## config.mk

```make
export PLATFORM = sky130hd
export DESIGN_NAME = multicycle_control_fsm
export DESIGN_NICKNAME = d
export VERILOG_FILES = /design/src/rtl/control_pkg.sv /design/src/rtl/wait_timer.sv /design/src/rtl/multicycle_control_fsm.sv
export SDC_FILE = /design/constraint.sdc
export NUM_CORES = 1
export LEC_CHECK = 0
export BUFFER_PORTS_ARGS = -buffer_cell sky130_fd_sc_hd__buf_2
export CORE_ASPECT_RATIO = 2
export CORE_UTILIZATION = 35
export DETAILED_ROUTE_END_ITERATION = 8
export GPL_TIMING_DRIVEN = 1
export SETUP_SLACK_MARGIN = 0.05
export SKIP_CTS_REPAIR_TIMING = 1
export SLEW_MARGIN = 30
export SYNTH_ARGS = -nofsm -noshare
export SYNTH_HDL_FRONTEND = slang
export SYNTH_SLANG_ARGS = --single-unit
```

## constraint.sdc

```tcl
create_clock -name clk -period 4.75 [get_ports clk]
set_clock_uncertainty 0.1 [all_clocks]
set_input_delay 1.1875 -clock clk [delete_from_list [all_inputs] [get_ports clk]]
set_output_delay 1.1875 -clock clk [all_outputs]
set_load 0.01 [all_outputs]
```

## src/rtl/control_pkg.sv

```systemverilog
// Shared encodings for the multi-cycle MIPS control unit: FSM states, ALU ops,
// instruction fields and datapath mux selects.
package control_pkg;

  typedef enum logic [3:0] {
    S_RESET     = 4'd0,
    S_FETCH     = 4'd1,
    S_DECODE    = 4'd2,
    S_EXEC_R    = 4'd3,
    S_EXEC_I    = 4'd4,
    S_ALU_WB    = 4'd5,
    S_MEM_ADDR  = 4'd6,
    S_MEM_READ  = 4'd7,
    S_MEM_WRITE = 4'd8,
    S_MEM_WB    = 4'd9,
    S_BRANCH    = 4'd10,
    S_JUMP      = 4'd11,
    S_HALT      = 4'd12,
    S_ERROR     = 4'd13
  } state_e;

  typedef enum logic [1:0] {
    ALU_ADD = 2'd0,
    ALU_SUB = 2'd1,
    ALU_OR  = 2'd2,
    ALU_LUI = 2'd3
  } alu_op_e;

  localparam logic [5:0] OP_RTYPE = 6'h00;
  localparam logic [5:0] OP_J     = 6'h02;
  localparam logic [5:0] OP_JAL   = 6'h03;
  localparam logic [5:0] OP_BEQ   = 6'h04;
  localparam logic [5:0] OP_ORI   = 6'h0D;
  localparam logic [5:0] OP_LUI   = 6'h0F;
  localparam logic [5:0] OP_LW    = 6'h23;
  localparam logic [5:0] OP_SW    = 6'h2B;

  localparam logic [5:0] FN_JR      = 6'h08;
  localparam logic [5:0] FN_SYSCALL = 6'h0C;
  localparam logic [5:0] FN_ADDU    = 6'h21;
  localparam logic [5:0] FN_SUBU    = 6'h23;

  localparam logic [1:0] PC_SRC_ALU    = 2'b00;
  localparam logic [1:0] PC_SRC_ALUOUT = 2'b01;
  localparam logic [1:0] PC_SRC_JUMP   = 2'b10;
  localparam logic [1:0] PC_SRC_RS     = 2'b11;

  localparam logic [1:0] SRC_B_RT     = 2'b00;
  localparam logic [1:0] SRC_B_FOUR   = 2'b01;
  localparam logic [1:0] SRC_B_IMM    = 2'b10;
  localparam logic [1:0] SRC_B_BR_OFS = 2'b11;

  localparam logic [1:0] DST_RT = 2'b00;
  localparam logic [1:0] DST_RD = 2'b01;
  localparam logic [1:0] DST_RA = 2'b10;

  localparam logic [1:0] M2R_ALUOUT = 2'b00;
  localparam logic [1:0] M2R_MDR    = 2'b01;
  localparam logic [1:0] M2R_PC     = 2'b10;

  // States that sit on the memory handshake and are therefore bounded by the timer.
  function automatic logic is_wait_state(input state_e s);
    return (s == S_FETCH) || (s == S_MEM_READ) || (s == S_MEM_WRITE);
  endfunction

endpackage

```

## src/rtl/wait_timer.sv

```systemverilog
// Counts consecutive memory wait cycles; expired flags the wait cycle that
// would reach WAIT_TIMEOUT.
module wait_timer #(
  parameter int WAIT_TIMEOUT = 15
) (
  input  logic clk,
  input  logic rst,
  input  logic clear,
  input  logic inc,
  output logic expired
);

  localparam int CW = $clog2(WAIT_TIMEOUT + 1);

  logic [CW-1:0] count;

  // NOTE: sequential state uses non-blocking assignments so every flop samples pre-edge values.
  always_ff @(posedge clk or posedge rst) begin
    if (rst) begin
      count <= '0;
    end else if (clear) begin
      count <= '0;
    end else if (inc) begin
      count <= count + CW'(1);
    end
  end

  // A ready in the limit cycle means inc is low, so the normal advance wins.
  assign expired = inc && (count == CW'(WAIT_TIMEOUT - 1));

endmodule

```

## src/rtl/multicycle_control_fsm.sv

```systemverilog
// Moore control unit for a multi-cycle MIPS datapath: sequences fetch, decode,
// execute, memory and write-back over a shared ALU and a unified memory.
module multicycle_control_fsm
  import control_pkg::*;
#(
  parameter int ALU_W        = 5,
  parameter int WAIT_TIMEOUT = 15
) (
  input  logic             clk,
  input  logic             rst,
  input  logic [5:0]       opcode,
  input  logic [5:0]       funct,
  input  logic             alu_zero,
  input  logic             mem_ready,
  input  logic             resume,
  output logic             mem_req,
  output logic             mem_we,
  output logic             i_or_d,
  output logic             ir_write,
  output logic             pc_write,
  output logic             pc_write_cond,
  output logic [1:0]       pc_src,
  output logic             alu_src_a,
  output logic [1:0]       alu_src_b,
  output logic             ext_zero,
  output logic [ALU_W-1:0] alu_control,
  output logic             reg_write,
  output logic [1:0]       reg_dst,
  output logic [1:0]       mem_to_reg,
  output logic             halt,
  output logic             illegal_instr,
  output logic             bus_err,
  output logic             instr_retired
);

  state_e  state, next_state;
  alu_op_e alu_op;
  logic    timer_expired;

  // alu_zero gates pc_write_cond inside the datapath; the sequencer never branches on it.
  logic unused_alu_zero;
  assign unused_alu_zero = alu_zero;

  wait_timer #(.WAIT_TIMEOUT(WAIT_TIMEOUT)) u_wait_timer (
    .clk     (clk),
    .rst     (rst),
    .clear   (next_state != state),
    .inc     (is_wait_state(state) && !mem_ready),
    .expired (timer_expired)
  );

  always_ff @(posedge clk or posedge rst) begin
    if (rst) state <= S_RESET;
    else     state <= next_state;
  end

  assign alu_control = ALU_W'(alu_op);

  // NOTE: every signal gets a default before the case, so no path can infer a latch.
  always_comb begin
    next_state    = state;
    alu_op        = ALU_ADD;
    mem_req       = 1'b0;
    mem_we        = 1'b0;
    i_or_d        = 1'b0;
    ir_write      = 1'b0;
    pc_write      = 1'b0;
    pc_write_cond = 1'b0;
    pc_src        = PC_SRC_ALU;
    alu_src_a     = 1'b0;
    alu_src_b     = SRC_B_RT;
    ext_zero      = 1'b0;
    reg_write     = 1'b0;
    reg_dst       = DST_RT;
    mem_to_reg    = M2R_ALUOUT;
    halt          = 1'b0;
    illegal_instr = 1'b0;
    bus_err       = 1'b0;
    instr_retired = 1'b0;

    unique case (state)
      S_RESET: next_state = S_FETCH;

      S_FETCH: begin
        mem_req   = 1'b1;
        alu_src_b = SRC_B_FOUR;
        if (mem_ready) begin
          ir_write   = 1'b1;
          pc_write   = 1'b1;
          next_state = S_DECODE;
        end else if (timer_expired) begin
          next_state = S_ERROR;
        end
      end

      S_DECODE: begin
        alu_src_b = SRC_B_BR_OFS;
        unique case (opcode)
          OP_RTYPE: begin
            if (funct == FN_ADDU || funct == FN_SUBU) next_state = S_EXEC_R;
            else if (funct == FN_JR)                  next_state = S_JUMP;
            else if (funct == FN_SYSCALL)             next_state = S_HALT;
            else begin
              illegal_instr = 1'b1;
              instr_retired = 1'b1;
              next_state    = S_FETCH;
            end
          end
          OP_ORI, OP_LUI:     next_state = S_EXEC_I;
          OP_LW, OP_SW:       next_state = S_MEM_ADDR;
          OP_BEQ:             next_state = S_BRANCH;
          OP_J, OP_JAL:       next_state = S_JUMP;
          default: begin
            illegal_instr = 1'b1;
            instr_retired = 1'b1;
            next_state    = S_FETCH;
          end
        endcase
      end

      S_EXEC_R: begin
        alu_src_a  = 1'b1;
        alu_src_b  = SRC_B_RT;
        alu_op     = (funct == FN_SUBU) ? ALU_SUB : ALU_ADD;
        next_state = S_ALU_WB;
      end

      S_EXEC_I: begin
        alu_src_a  = 1'b1;
        alu_src_b  = SRC_B_IMM;
        if (opcode == OP_LUI) begin
          alu_op = ALU_LUI;
        end else begin
          alu_op   = ALU_OR;
          ext_zero = 1'b1;
        end
        next_state = S_ALU_WB;
      end

      S_ALU_WB: begin
        reg_write     = 1'b1;
        reg_dst       = (opcode == OP_RTYPE) ? DST_RD : DST_RT;
        instr_retired = 1'b1;
        next_state    = S_FETCH;
      end

      S_MEM_ADDR: begin
        alu_src_a  = 1'b1;
        alu_src_b  = SRC_B_IMM;
        next_state = (opcode == OP_SW) ? S_MEM_WRITE : S_MEM_READ;
      end

      S_MEM_READ: begin
        mem_req = 1'b1;
        i_or_d  = 1'b1;
        if (mem_ready)          next_state = S_MEM_WB;
        else if (timer_expired) next_state = S_ERROR;
      end

      S_MEM_WB: begin
        reg_write     = 1'b1;
        reg_dst       = DST_RT;
        mem_to_reg    = M2R_MDR;
        instr_retired = 1'b1;
        next_state    = S_FETCH;
      end

      S_MEM_WRITE: begin
        mem_req = 1'b1;
        mem_we  = 1'b1;
        i_or_d  = 1'b1;
        if (mem_ready) begin
          instr_retired = 1'b1;
          next_state    = S_FETCH;
        end else if (timer_expired) begin
          next_state = S_ERROR;
        end
      end

      S_BRANCH: begin
        alu_src_a     = 1'b1;
        alu_src_b     = SRC_B_RT;
        alu_op        = ALU_SUB;
        pc_write_cond = 1'b1;
        pc_src        = PC_SRC_ALUOUT;
        instr_retired = 1'b1;
        next_state    = S_FETCH;
      end

      S_JUMP: begin
        pc_write      = 1'b1;
        instr_retired = 1'b1;
        next_state    = S_FETCH;
        if (opcode == OP_RTYPE) begin
          pc_src = PC_SRC_RS;
        end else begin
          pc_src = PC_SRC_JUMP;
          // PC already holds the return address (+4) from FETCH.
          if (opcode == OP_JAL) begin
            reg_write  = 1'b1;
            reg_dst    = DST_RA;
            mem_to_reg = M2R_PC;
          end
        end
      end

      S_HALT: begin
        halt = 1'b1;
        if (resume) begin
          instr_retired = 1'b1;
          next_state    = S_FETCH;
        end
      end

      S_ERROR: bus_err = 1'b1;

      default: next_state = S_RESET;
    endcase
  end

endmodule

```

==> impl_metrics.env <==
export IMPL_status="finished clean"
export IMPL_floorplan_initialDensity=0.370
export IMPL_fp_row_count=30
export IMPL_rsz_0062_raised_after_global_routing="false"
export IMPL_dieArea_um2=3870
export IMPL_path_class="in -> out"
export IMPL_initialDrtViolationCount=33
export IMPL_clkSlewWorstSetupHoldPaths_ps=40
export IMPL_grt_first_pass_wirelength_um=5710
export IMPL_gpl_final_weighted_congestion=0.858
export IMPL_number_of_flops_mapped_to_enable_cells_by_yosys=0
export IMPL_route_detailed_wl_per_inst_um=14.4
export IMPL_global_route_overflow_total=0
export IMPL_dr_pass1_iters=4
export IMPL_yosysWarnings=0
export IMPL_floorplan_io_pins=43
export IMPL_dp_cells=244
export IMPL_cts_tree="built"
export IMPL_power_ir_vdd_worst_v=0.000297
export IMPL_post_route_drc_count=0
export IMPL_most_common_layout_cells="sky130_fd_sc_hd__buf_2 (38), sky130_fd_sc_hd__nor2_1 (17), sky130_fd_sc_hd__nand2_1 (14)"
export IMPL_cp_end_kind="output pin"
export IMPL_synthesis_area_um2=1260
export IMPL_report_final_hold_viol_count=0
export IMPL_fillCellCount=387
export IMPL_areaGrowthSynthToFinish_pct=15.5
export IMPL_p_comb_frac=0.638
export IMPL_multi_input_comb_area_um2=917
export IMPL_proportion_of_layout_cells_with_a_drive_suffix_above_1=0.291
export IMPL_p_seq_frac=0.244
export IMPL_postSynthRegisterBits=8
export IMPL_min_path_cells=2
export IMPL_antenna_found_initial=0
export IMPL_vias=1316
export IMPL_clock_tree_buffer_depth=2
export IMPL_synth_flop_cell="sky130_fd_sc_hd__dfrtp_1"
export IMPL_worstHoldEndpoint="u_wait_timer.count[3]$_DFFE_PP0P_"
export IMPL_count_of_mapped_cells_out_of_synthesis=170
export IMPL_timing_critical_path_arrival_ps=2620
export IMPL_worst_r2r_cell_count=6
export IMPL_cellInternalPower_mw=0.334
export IMPL_layout_commonest_cell="sky130_fd_sc_hd__buf_2"
export IMPL_crit_path_start_kind="input pin"
export IMPL_hold_path_startpoint="u_wait_timer.count[3]$_DFFE_PP0P_"
export IMPL_p_leak_nw=0.680
export IMPL_design_final_nets=220
export IMPL_timing_hold_ws_ps=515
export IMPL_post_layout_util=0.427
export IMPL_clkLatencyLatePin_ps=220
export IMPL_timing_setup_tns_ps=0
export IMPL_relSlewSlack=0.531
export IMPL_maxClockFrequency_mhz=256
export IMPL_r2r_end="u_wait_timer.count[2]$_DFFE_PP0P_"
export IMPL_worstReg2RegStart="state[3]$_DFF_PP0_"
export IMPL_vias_per_cell=5.33
export IMPL_clockPowerShare=0.117
export IMPL_mapped_avg_cell_area_um2=7.43
export IMPL_cts_buffers_inserted=3
export IMPL_via_count_of_the_first_global_routing_pass=1239
export IMPL_p_total_mw=0.671
export IMPL_asyncSetResetFlopFracSynth=1.00
export IMPL_grt_max_degree=25
export IMPL_cellPowerDensity_nw_per_um2=460
export IMPL_die_height_um=86.9
export IMPL_antenna_violating_nets_post_route=0
export IMPL_stdcell_count=247
export IMPL_reg2reg_setup_slack_ps=2060
export IMPL_min_period_over_period=0.823
export IMPL_clk_root_buffer_cell="sky130_fd_sc_hd__clkbuf_8"
export IMPL_tightestPinTransition_ps=704
export IMPL_dpl_hpwl_um=2940
export IMPL_cts_sinks=8
export IMPL_cap_violations=0
export IMPL_antenna_diode_count=0
export IMPL_final_slew_viol_count=0
export IMPL_setup_violations_final=0
export IMPL_seq_area_um2=200
export IMPL_worstPathRequired_ps=3460
export IMPL_critical_path_max_fanout=4
export IMPL_period_needed_ps=3910
export IMPL_fp_coreArea_um2=3420
export IMPL_cts_htree_levels=1
export IMPL_drt_wl_total_um=3560
export IMPL_register_area_share_after_synthesis=0.159
export IMPL_fp_dieW_um=44.5
export IMPL_netSwitchingPower_mw=0.337
export IMPL_grt_usage=0.193
export IMPL_io_buffers=38
export IMPL_switching_fraction=0.503
export IMPL_hp_class="reg -> reg"
export IMPL_yosys_cell_types_count=59
## area by class of cell
class | count | area share
multi-input cells | 138 | 0.629
flip-flops and latches | 8 | 0.137
repair buffers | 39 | 0.136
inverters | 11 | 0.0283
clock buffers | 3 | 0.0283
well taps | 48 | 0.0412
## registers in the layout, indices dropped and copies added, names as in the netlist
register,cells
state,4
u_wait_timer.count,4
## stage by stage
step	cell area, µm²	setup slack, ps
3_3_place_gp	1420	840
2_1_floorplan	1270	1100
6_report	1460	840
3_5_place_dp	1420	839
4_1_cts	1460	833
5_1_grt	1460	765
## cells in the mapped netlist, drive strengths merged, types with 2 or more instances
library cell,n,area share
nor4,3,0.015
nand2,14,0.042
o32ai,2,0.014
a221o,2,0.016
buf,10,0.061
nor3,6,0.024
and2,5,0.025
or2,2,0.0099
o211ai,3,0.026
nand2b,11,0.055
ha,2,0.020
nand3b,3,0.018
nor2,17,0.051
a211o,3,0.022
a21oi,11,0.044
and3,2,0.0099
xnor2,4,0.028
o32a,2,0.016
inv,11,0.033
nor4b,2,0.019
clkbuf,4,0.020
dfrtp,8,0.16
a31oi,4,0.032
nor2b,3,0.015
o21ai,6,0.024
nand4,2,0.0099
or3,4,0.026
nand3,3,0.012
o31ai,2,0.012
## per-layer routing
layer  global-route usage  wire length, µm  vias up
met5                    0                0        -
met4               0.0358               43        0
met3               0.0187              134        8
met2                0.396             2070       42
met1                0.197             1310      593
li1                     -                -      673
## power groups by stage
stage	sequential [mW]	combinational, mW	clock, mW
after detailed placement	0.162	0.429	0
final	0.164	0.428	0.0788
after global placement	0.163	0.429	0
after CTS	0.161	0.431	0.0805
after global routing	0.173	0.475	0.0837
after floorplan	0.101	0.393	0
## critical path: stages
cell and delay, ps:
sky130_fd_sc_hd__buf_2 120, sky130_fd_sc_hd__or3_4 400, sky130_fd_sc_hd__a21o_2 200, sky130_fd_sc_hd__o21ai_0 190, sky130_fd_sc_hd__a21oi_1 120, sky130_fd_sc_hd__a221o_1 260
sky130_fd_sc_hd__buf_2 140
## worst max-delay path by stage
| stage | startpoint | endpoint | slack (ps) | depth (start not counted) |
|---|---|---|---|---|
| after detailed placement | opcode[3] | instr_retired | 840 | 7 |
| after CTS | opcode[3] | instr_retired | 830 | 7 |
| after global routing | opcode[3] | instr_retired | 760 | 7 |
| final | opcode[3] | instr_retired | 840 | 7 |
| after global placement | opcode[3] | instr_retired | 840 | 7 |
| after floorplan | opcode[2] | instr_retired | 1100 | 7 |
## cells by family after synthesis
family	synth area share
AOI/OAI and AO/OA	0.283
xor gates and xnor gates	0.0277
adders and majority gates	0.0198
buffers and inverters	0.121
DFF	0.159
muxes	0.00793
other	0.00297
and+or+nand+nor	0.379
No activity file was read; power rests on OpenSTA's default activity.
